**config.mk**
```make
export PLATFORM = sky130hd
export DESIGN_NAME = mac_operand_sequencer
export DESIGN_NICKNAME = d
export VERILOG_FILES = /design/src/rtl/mac_seq_pkg.sv /design/src/rtl/mac_seq_fifo.sv /design/src/rtl/mac_operand_sequencer.sv
export SDC_FILE = /design/constraint.sdc
export NUM_CORES = 1
export LEC_CHECK = 0
export ABC_AREA = 1
export CAP_MARGIN = 20
export CORE_MARGIN = 2
export CORE_UTILIZATION = 35
export CTS_CLUSTER_DIAMETER = 60
export DETAILED_ROUTE_END_ITERATION = 12
export PLACE_DENSITY_LB_ADDON = 0.08
export SETUP_SLACK_MARGIN = 0.1
export SYNTH_ARGS = -nofsm -noshare
export SYNTH_HDL_FRONTEND = slang
export SYNTH_SLANG_ARGS = --single-unit
```
**constraint.sdc**
```tcl
create_clock -name clk -period 7.8 [get_ports clk]
set_clock_uncertainty 0.15 [all_clocks]
set_input_delay 1.95 -clock clk [delete_from_list [all_inputs] [get_ports clk]]
set_output_delay 1.95 -clock clk [all_outputs]
set_load 0.02 [all_outputs]
```
**src/rtl/mac_seq_pkg.sv**
```systemverilog
// mac_seq_pkg: shared FSM state type and MAC pipeline timing constants
// for the MAC operand sequencer.
package mac_seq_pkg;

   typedef enum logic [1:0] {
      IDLE   = 2'd0,
      ISSUE  = 2'd1,
      DRAIN  = 2'd2,
      RESULT = 2'd3
   } state_t;

   // The MAC registers the product on one edge and accumulates on the next.
   localparam int MAC_LATENCY  = 2;
   // One extra cycle so the accumulator has settled before it is sampled.
   localparam int DRAIN_CYCLES = MAC_LATENCY + 1;

endpackage

```
**src/rtl/mac_seq_fifo.sv**
```systemverilog
// mac_seq_fifo: small synchronous FIFO holding operand pairs (plus optional
// last flag) between the input stream and the MAC issue logic.
// DEPTH must be a power of two so the pointers wrap naturally.
module mac_seq_fifo #(
   parameter int WIDTH = 16,
   parameter int DEPTH = 4
) (
   input  logic             clk,
   input  logic             a_reset,
   input  logic             push,
   input  logic             pop,
   input  logic [WIDTH-1:0] wdata,
   output logic [WIDTH-1:0] head,
   output logic             full,
   output logic             empty
);

   localparam int AW = (DEPTH > 1) ? $clog2(DEPTH) : 1;

   logic [WIDTH-1:0] mem_q [DEPTH];
   logic [WIDTH-1:0] mem_d [DEPTH];
   logic [AW-1:0]    wr_ptr_q, wr_ptr_d;
   logic [AW-1:0]    rd_ptr_q, rd_ptr_d;
   logic [AW:0]      count_q, count_d;

   // Next-state for storage, pointers and occupancy; push and pop may coincide.
   always_comb begin
      mem_d    = mem_q;
      wr_ptr_d = wr_ptr_q;
      rd_ptr_d = rd_ptr_q;
      count_d  = count_q;
      if (push) begin
         mem_d[wr_ptr_q] = wdata;
         wr_ptr_d        = wr_ptr_q + AW'(1);
      end
      if (pop) begin
         rd_ptr_d = rd_ptr_q + AW'(1);
      end
      case ({push, pop})
         2'b10:   count_d = count_q + (AW+1)'(1);
         2'b01:   count_d = count_q - (AW+1)'(1);
         default: count_d = count_q;
      endcase
   end

   // Register the FIFO state; reset discards every buffered pair.
   always_ff @(posedge clk or posedge a_reset) begin
      if (a_reset) begin
         mem_q    <= '{default: '0};
         wr_ptr_q <= '0;
         rd_ptr_q <= '0;
         count_q  <= '0;
      end else begin
         mem_q    <= mem_d;
         wr_ptr_q <= wr_ptr_d;
         rd_ptr_q <= rd_ptr_d;
         count_q  <= count_d;
      end
   end

   assign head  = mem_q[rd_ptr_q];
   assign full  = (count_q == (AW+1)'(DEPTH));
   assign empty = (count_q == '0);

endmodule

```
**src/rtl/mac_operand_sequencer.sv**
```systemverilog
// mac_operand_sequencer: feeds buffered operand pairs to the 8-bit MAC one per
// cycle and reports each vector's dot product as the accumulator difference
// across the vector (the MAC is never cleared).
// Optional feature macro MAC_SEQ_LAST_EN: adds in_last so a vector may end
// early on a flagged element.
module mac_operand_sequencer
   import mac_seq_pkg::*;
#(
   parameter int DATA_WIDTH = 8,
   parameter int VEC_LEN    = 16,
   parameter int FIFO_DEPTH = 4
) (
   input  logic                    clk,
   input  logic                    a_reset,
   input  logic                    in_valid,
   output logic                    in_ready,
   input  logic [DATA_WIDTH-1:0]   in_a,
   input  logic [DATA_WIDTH-1:0]   in_b,
`ifdef MAC_SEQ_LAST_EN
   input  logic                    in_last,
`endif
   output logic [DATA_WIDTH-1:0]   op_a,
   output logic [DATA_WIDTH-1:0]   op_b,
   input  logic [2*DATA_WIDTH-1:0] mac_result,
   output logic                    dot_valid,
   input  logic                    dot_ready,
   output logic [2*DATA_WIDTH-1:0] dot_out,
   output logic                    busy
);

   localparam int DW = DATA_WIDTH;
   localparam int PW = 2 * DATA_WIDTH;
`ifdef MAC_SEQ_LAST_EN
   localparam int ENTRY_W = PW + 1;
`else
   localparam int ENTRY_W = PW;
`endif
   localparam int CNT_W  = $clog2(VEC_LEN + 1);
   localparam int DCNT_W = $clog2(DRAIN_CYCLES + 1);
   localparam logic [CNT_W-1:0]  VEC_LEN_C = CNT_W'(VEC_LEN);
   localparam logic [DCNT_W-1:0] LAST_DCNT = DCNT_W'(DRAIN_CYCLES - 1);

   logic               fifo_push, fifo_pop, fifo_full, fifo_empty;
   logic [ENTRY_W-1:0] fifo_wdata, fifo_head;
   logic [DW-1:0]      head_a, head_b;
   logic               head_last;
   logic [CNT_W-1:0]   cnt_next;
   logic               last_elem;

   state_t             state_q, state_d;
   logic [DW-1:0]      op_a_q, op_a_d, op_b_q, op_b_d;
   logic [CNT_W-1:0]   cnt_q, cnt_d;
   logic [DCNT_W-1:0]  dcnt_q, dcnt_d;
   logic [PW-1:0]      base_q, base_d;
   logic [PW-1:0]      dot_out_q, dot_out_d;
   logic               dot_valid_q, dot_valid_d;

`ifdef MAC_SEQ_LAST_EN
   assign fifo_wdata = {in_last, in_a, in_b};
   assign head_last  = fifo_head[PW];
`else
   assign fifo_wdata = {in_a, in_b};
   assign head_last  = 1'b0;
`endif

   assign in_ready  = !fifo_full;
   assign fifo_push = in_valid && !fifo_full;
   assign head_a    = fifo_head[PW-1:DW];
   assign head_b    = fifo_head[DW-1:0];

   mac_seq_fifo #(
      .WIDTH (ENTRY_W),
      .DEPTH (FIFO_DEPTH)
   ) u_fifo (
      .clk     (clk),
      .a_reset (a_reset),
      .push    (fifo_push),
      .pop     (fifo_pop),
      .wdata   (fifo_wdata),
      .head    (fifo_head),
      .full    (fifo_full),
      .empty   (fifo_empty)
   );

   // Element index the head pair would take if popped now, and whether it closes the vector.
   always_comb begin
      cnt_next  = (state_q == IDLE) ? CNT_W'(1) : cnt_q + CNT_W'(1);
      last_elem = (cnt_next == VEC_LEN_C) || head_last;
   end

   // Next-state and issue logic; operands default to the 0/0 bubble every cycle.
   always_comb begin
      state_d     = state_q;
      op_a_d      = '0;
      op_b_d      = '0;
      cnt_d       = cnt_q;
      dcnt_d      = dcnt_q;
      base_d      = base_q;
      dot_out_d   = dot_out_q;
      dot_valid_d = dot_valid_q;
      fifo_pop    = 1'b0;
      case (state_q)
         IDLE: begin
            if (!fifo_empty) begin
               fifo_pop = 1'b1;
               op_a_d   = head_a;
               op_b_d   = head_b;
               base_d   = mac_result;
               cnt_d    = cnt_next;
               if (last_elem) begin
                  dcnt_d  = '0;
                  state_d = DRAIN;
               end else begin
                  state_d = ISSUE;
               end
            end
         end
         ISSUE: begin
            if (!fifo_empty) begin
               fifo_pop = 1'b1;
               op_a_d   = head_a;
               op_b_d   = head_b;
               cnt_d    = cnt_next;
               if (last_elem) begin
                  dcnt_d  = '0;
                  state_d = DRAIN;
               end
            end
         end
         DRAIN: begin
            dcnt_d = dcnt_q + DCNT_W'(1);
            if (dcnt_q == LAST_DCNT) begin
               dot_out_d   = mac_result - base_q;
               dot_valid_d = 1'b1;
               state_d     = RESULT;
            end
         end
         RESULT: begin
            if (dot_ready) begin
               dot_valid_d = 1'b0;
               state_d     = IDLE;
            end
         end
         default: state_d = IDLE;
      endcase
   end

   // Sequencer state register; reset returns to IDLE with all outputs cleared.
   always_ff @(posedge clk or posedge a_reset) begin
      if (a_reset) begin
         state_q     <= IDLE;
         op_a_q      <= '0;
         op_b_q      <= '0;
         cnt_q       <= '0;
         dcnt_q      <= '0;
         base_q      <= '0;
         dot_out_q   <= '0;
         dot_valid_q <= 1'b0;
      end else begin
         state_q     <= state_d;
         op_a_q      <= op_a_d;
         op_b_q      <= op_b_d;
         cnt_q       <= cnt_d;
         dcnt_q      <= dcnt_d;
         base_q      <= base_d;
         dot_out_q   <= dot_out_d;
         dot_valid_q <= dot_valid_d;
      end
   end

   assign op_a      = op_a_q;
   assign op_b      = op_b_q;
   assign dot_out   = dot_out_q;
   assign dot_valid = dot_valid_q;
   assign busy      = (state_q != IDLE);

endmodule

```
==> metrics.txt <==
Hold Path Class flip-flop to flip-flop; Psw about 1400 uW; Total Neg Setup Slack 0 ns; first drt pass iteration count 8; Fmax ~0.25 GHz; Comb pwr share 0.442; Post-synth EDFFs 0; synth-to-layout area growth 22.9%; Async SR Flop Fraction 1.00; Root Driver clkbuf_16; chip height 140 um; post-route ant nets 0; Final nets 943; area of the core roughly 18000 um2; CP arrival around 1.9 ns; Worst Path Max Fanout 7; clk slew on worst S/H paths about 0.06 ns; Cell Area, Synth 6490 um2; crit-path leading delay family buffers and inverters; Final Non-Filler Cells between 1000 and 1500; Power Internal ~2100 uW; final period utilization 0.517; crit path kind flip-flop to output pin; layout cells sized above 1 0.0697; via count about 5300; status finished, violations left; Final setup viols 0; gr ovfl total 0; Clock power frac 0.232; synth top area cells dfrtp_1, nand2_1, nor2_1; CTS tree built; clk buf depth 2; Worst-Skew Late Latency around 0.42 ns; initial antenna violation count 0; DRT Wirelength 15200 um; drt wl/cell about 14 um; Synthesized Nets between 800 and 900; commonest cells in the netlist nand2_1, dfrtp_1, nor2_1, inv_1, o21ai_1; DRC 6; critical path's slowest cell clkdlybuf4s50_1; Max-Cap Viols 0; library cells used by synthesis 31; die area 19600 um2; largest net degree at the start of global routing 72; Clock Sinks around 130; Final Hold Vio Count 0; peak supply drop between 150 and 200 uV; Post-Synthesis Cells 813; Tightest Pin Transition between 0.8 and 0.9 ns; post-cts resize count 0; DP Cell Count approximately 1100; row cnt 49; Ys Warns 0; Setup crit start kind flip-flop; postcts setup bufs 0; Initial Util 0.359; Leak Pwr 0.00398 uW; unrepaired setup endpoints after global routing no; first-pass GRT wire length ~25000 um; CTS Buf Count 17; post-detail-place hpwl between 9000 and 10000 um; largest area contributor in the netlist dfrtp_1; area share of the largest cell type after synthesis 0.498; Pins Over Slew Limit 0; Final Wtd Congestion roughly 0.84; violated checks DRC; Slew HR 0.415; top_reg_cell synth dfrtp_1; Vias/cell between 4 and 5; most frequent cell after synthesis nand2_1; PortBufs 70; average size of a mapped cell between 7 and 8 um2; Seq/Total Area, Yosys 0.498; reg-to-reg slack, setup 5.40 ns; crit path time final between 4 and 5 ns; Flop pwr share 0.327; flip-flop and latch count after synthesis around 130; gr usage total 0.162; Crit path required time roughly 5.7 ns; DR iter-0 viols slightly below 300; Diodes inserted 0; Die W ~140 um; biggest cell delay along the critical path slightly above 0.6 ns; switching portion of total power 0.406; Crit path buffers/inverters 3; crit end category output pin; vias in the first global route roughly 5100; htree depth 4; # hold bufs at CTS 0; critical-path cell list inv_1, ha_1, inv_4, clkdlybuf4s50_1; pwr/cell area roughly 440 nW/um2; I/O pins between 70 and 80
-- sequential cells by signal, indices dropped and copies added, names as in the netlist --
| register | count |
|---|---|
| u_fifo.count_q | 3 |
| op_b | 8 |
| op_a | 8 |
| dot_out | 16 |
| dot_valid | 1 |
| dcnt_q | 2 |
| u_fifo.rd_ptr_q | 2 |
| state_q | 2 |
| base_q | 16 |
| cnt_q | 5 |
| u_fifo.wr_ptr_q | 2 |
| u_fifo.mem_q | 64 |
-- cell type report --
| class | count | area (um2) |
|---|---|---|
| Fill cell | 1789 | 10100 |
| Clock inverter | 10 | 134 |
| Inverter | 100 | 383 |
| Timing Repair Buffer | 74 | 731 |
| Tap cell | 229 | 287 |
| Sequential cell | 129 | 3230 |
| Multi-Input combinational cell | 555 | 2740 |
| Clock buffer | 21 | 470 |
-- kinds of logic (layout without fill, tap and decap cells) --
group           after synthesis  after routing  share of synthesized area
xor+xnor                      8              8                     0.0108
fa+ha+maj                    30             30                     0.0602
compound gates              154            154                      0.119
mux                           1              1                    0.00174
simple gates                362            362                      0.230
buf+inv                     129            205                     0.0804
flops                       129            129                      0.498
-- through the flow --
| stage | total power, uW | cell area, um2 | hold slack (ns) | utilization | setup WS (ns) |
|---|---|---|---|---|---|
| 3_3_place_gp | 2690 | 7370 | 0.311 | 0.407 | 3.71 |
| 4_1_cts | 3560 | 7970 | 0.337 | 0.441 | 3.72 |
| 6_report | 3510 | 7970 | 0.332 | 0.441 | 3.77 |
| 5_1_grt | 3840 | 7970 | 0.356 | 0.441 | 3.67 |
| 3_5_place_dp | 2730 | 7370 | 0.319 | 0.407 | 3.66 |
| 2_1_floorplan | 2270 | 6490 | 0.296 | - | 2.26 |
-- layer usage --
| layer | up-vias | share of wire | track usage |
|---|---|---|---|
| li1 | 2691 | - | - |
| met1 | 2478 | 0.47 | 0.208 |
| met5 | - | 0 | 0 |
| met3 | 9 | 0.043 | 0.0403 |
| met4 | 0 | 0.0082 | 0.0409 |
| met2 | 118 | 0.48 | 0.277 |
-- placed cells by master (no fill, tap or decap), types with 4 or more instances in the layout --
master	synthesis	layout
nand2_2	5	5
inv_1	88	87
o21ai_1	66	66
ha_1	28	28
nand2_1	210	210
clkbuf_16	0	17
clkinv_2	0	4
nor2_1	98	98
inv_2	9	9
nand3_1	28	28
clkdlybuf4s50_1	0	70
nand3_2	4	4
o21ai_0	47	47
a21oi_1	40	40
xor2_1	5	5
buf_4	1	4
dfrtp_1	129	129
-- power by group through the flow --
stage	clock [uW]	combinational, uW	sequential (uW)
after global placement	0	1540	1150
after CTS	833	1580	1150
after global routing	868	1790	1190
final	813	1550	1150
after detailed placement	0	1570	1160
after floorplan	0	1090	1180
-- path summary, 6_finish.rpt --
| path | start | to | cells past startpoint |
|---|---|---|---|
| worst max-delay path | state_q[0] | busy | 4 |
| worst min-delay path | u_fifo.mem_q[47] | u_fifo.mem_q[47] | 2 |
| worst max register to register | state_q[0] | u_fifo.count_q[2] | 10 |
| worst min register to register | u_fifo.mem_q[47] | u_fifo.mem_q[47] | 2 |
| max in group asynchronous | a_reset | u_fifo.mem_q[21] | 3 |
| min in group asynchronous | a_reset | dot_out[14] | 2 |
-- worst register-to-register path, cell delays in order (launching register included) --
cell and delay, ns:
dfrtp_1 0.42, inv_1 0.13, ha_1 0.26, nor2_2 0.11, nor2_8 0.19, ha_1 0.17, inv_1 0.07, fa_1 0.38
a21oi_1 0.15, o21ai_0 0.11, xor2_1 0.15
Note: power is estimated with default switching activity, not from simulation.
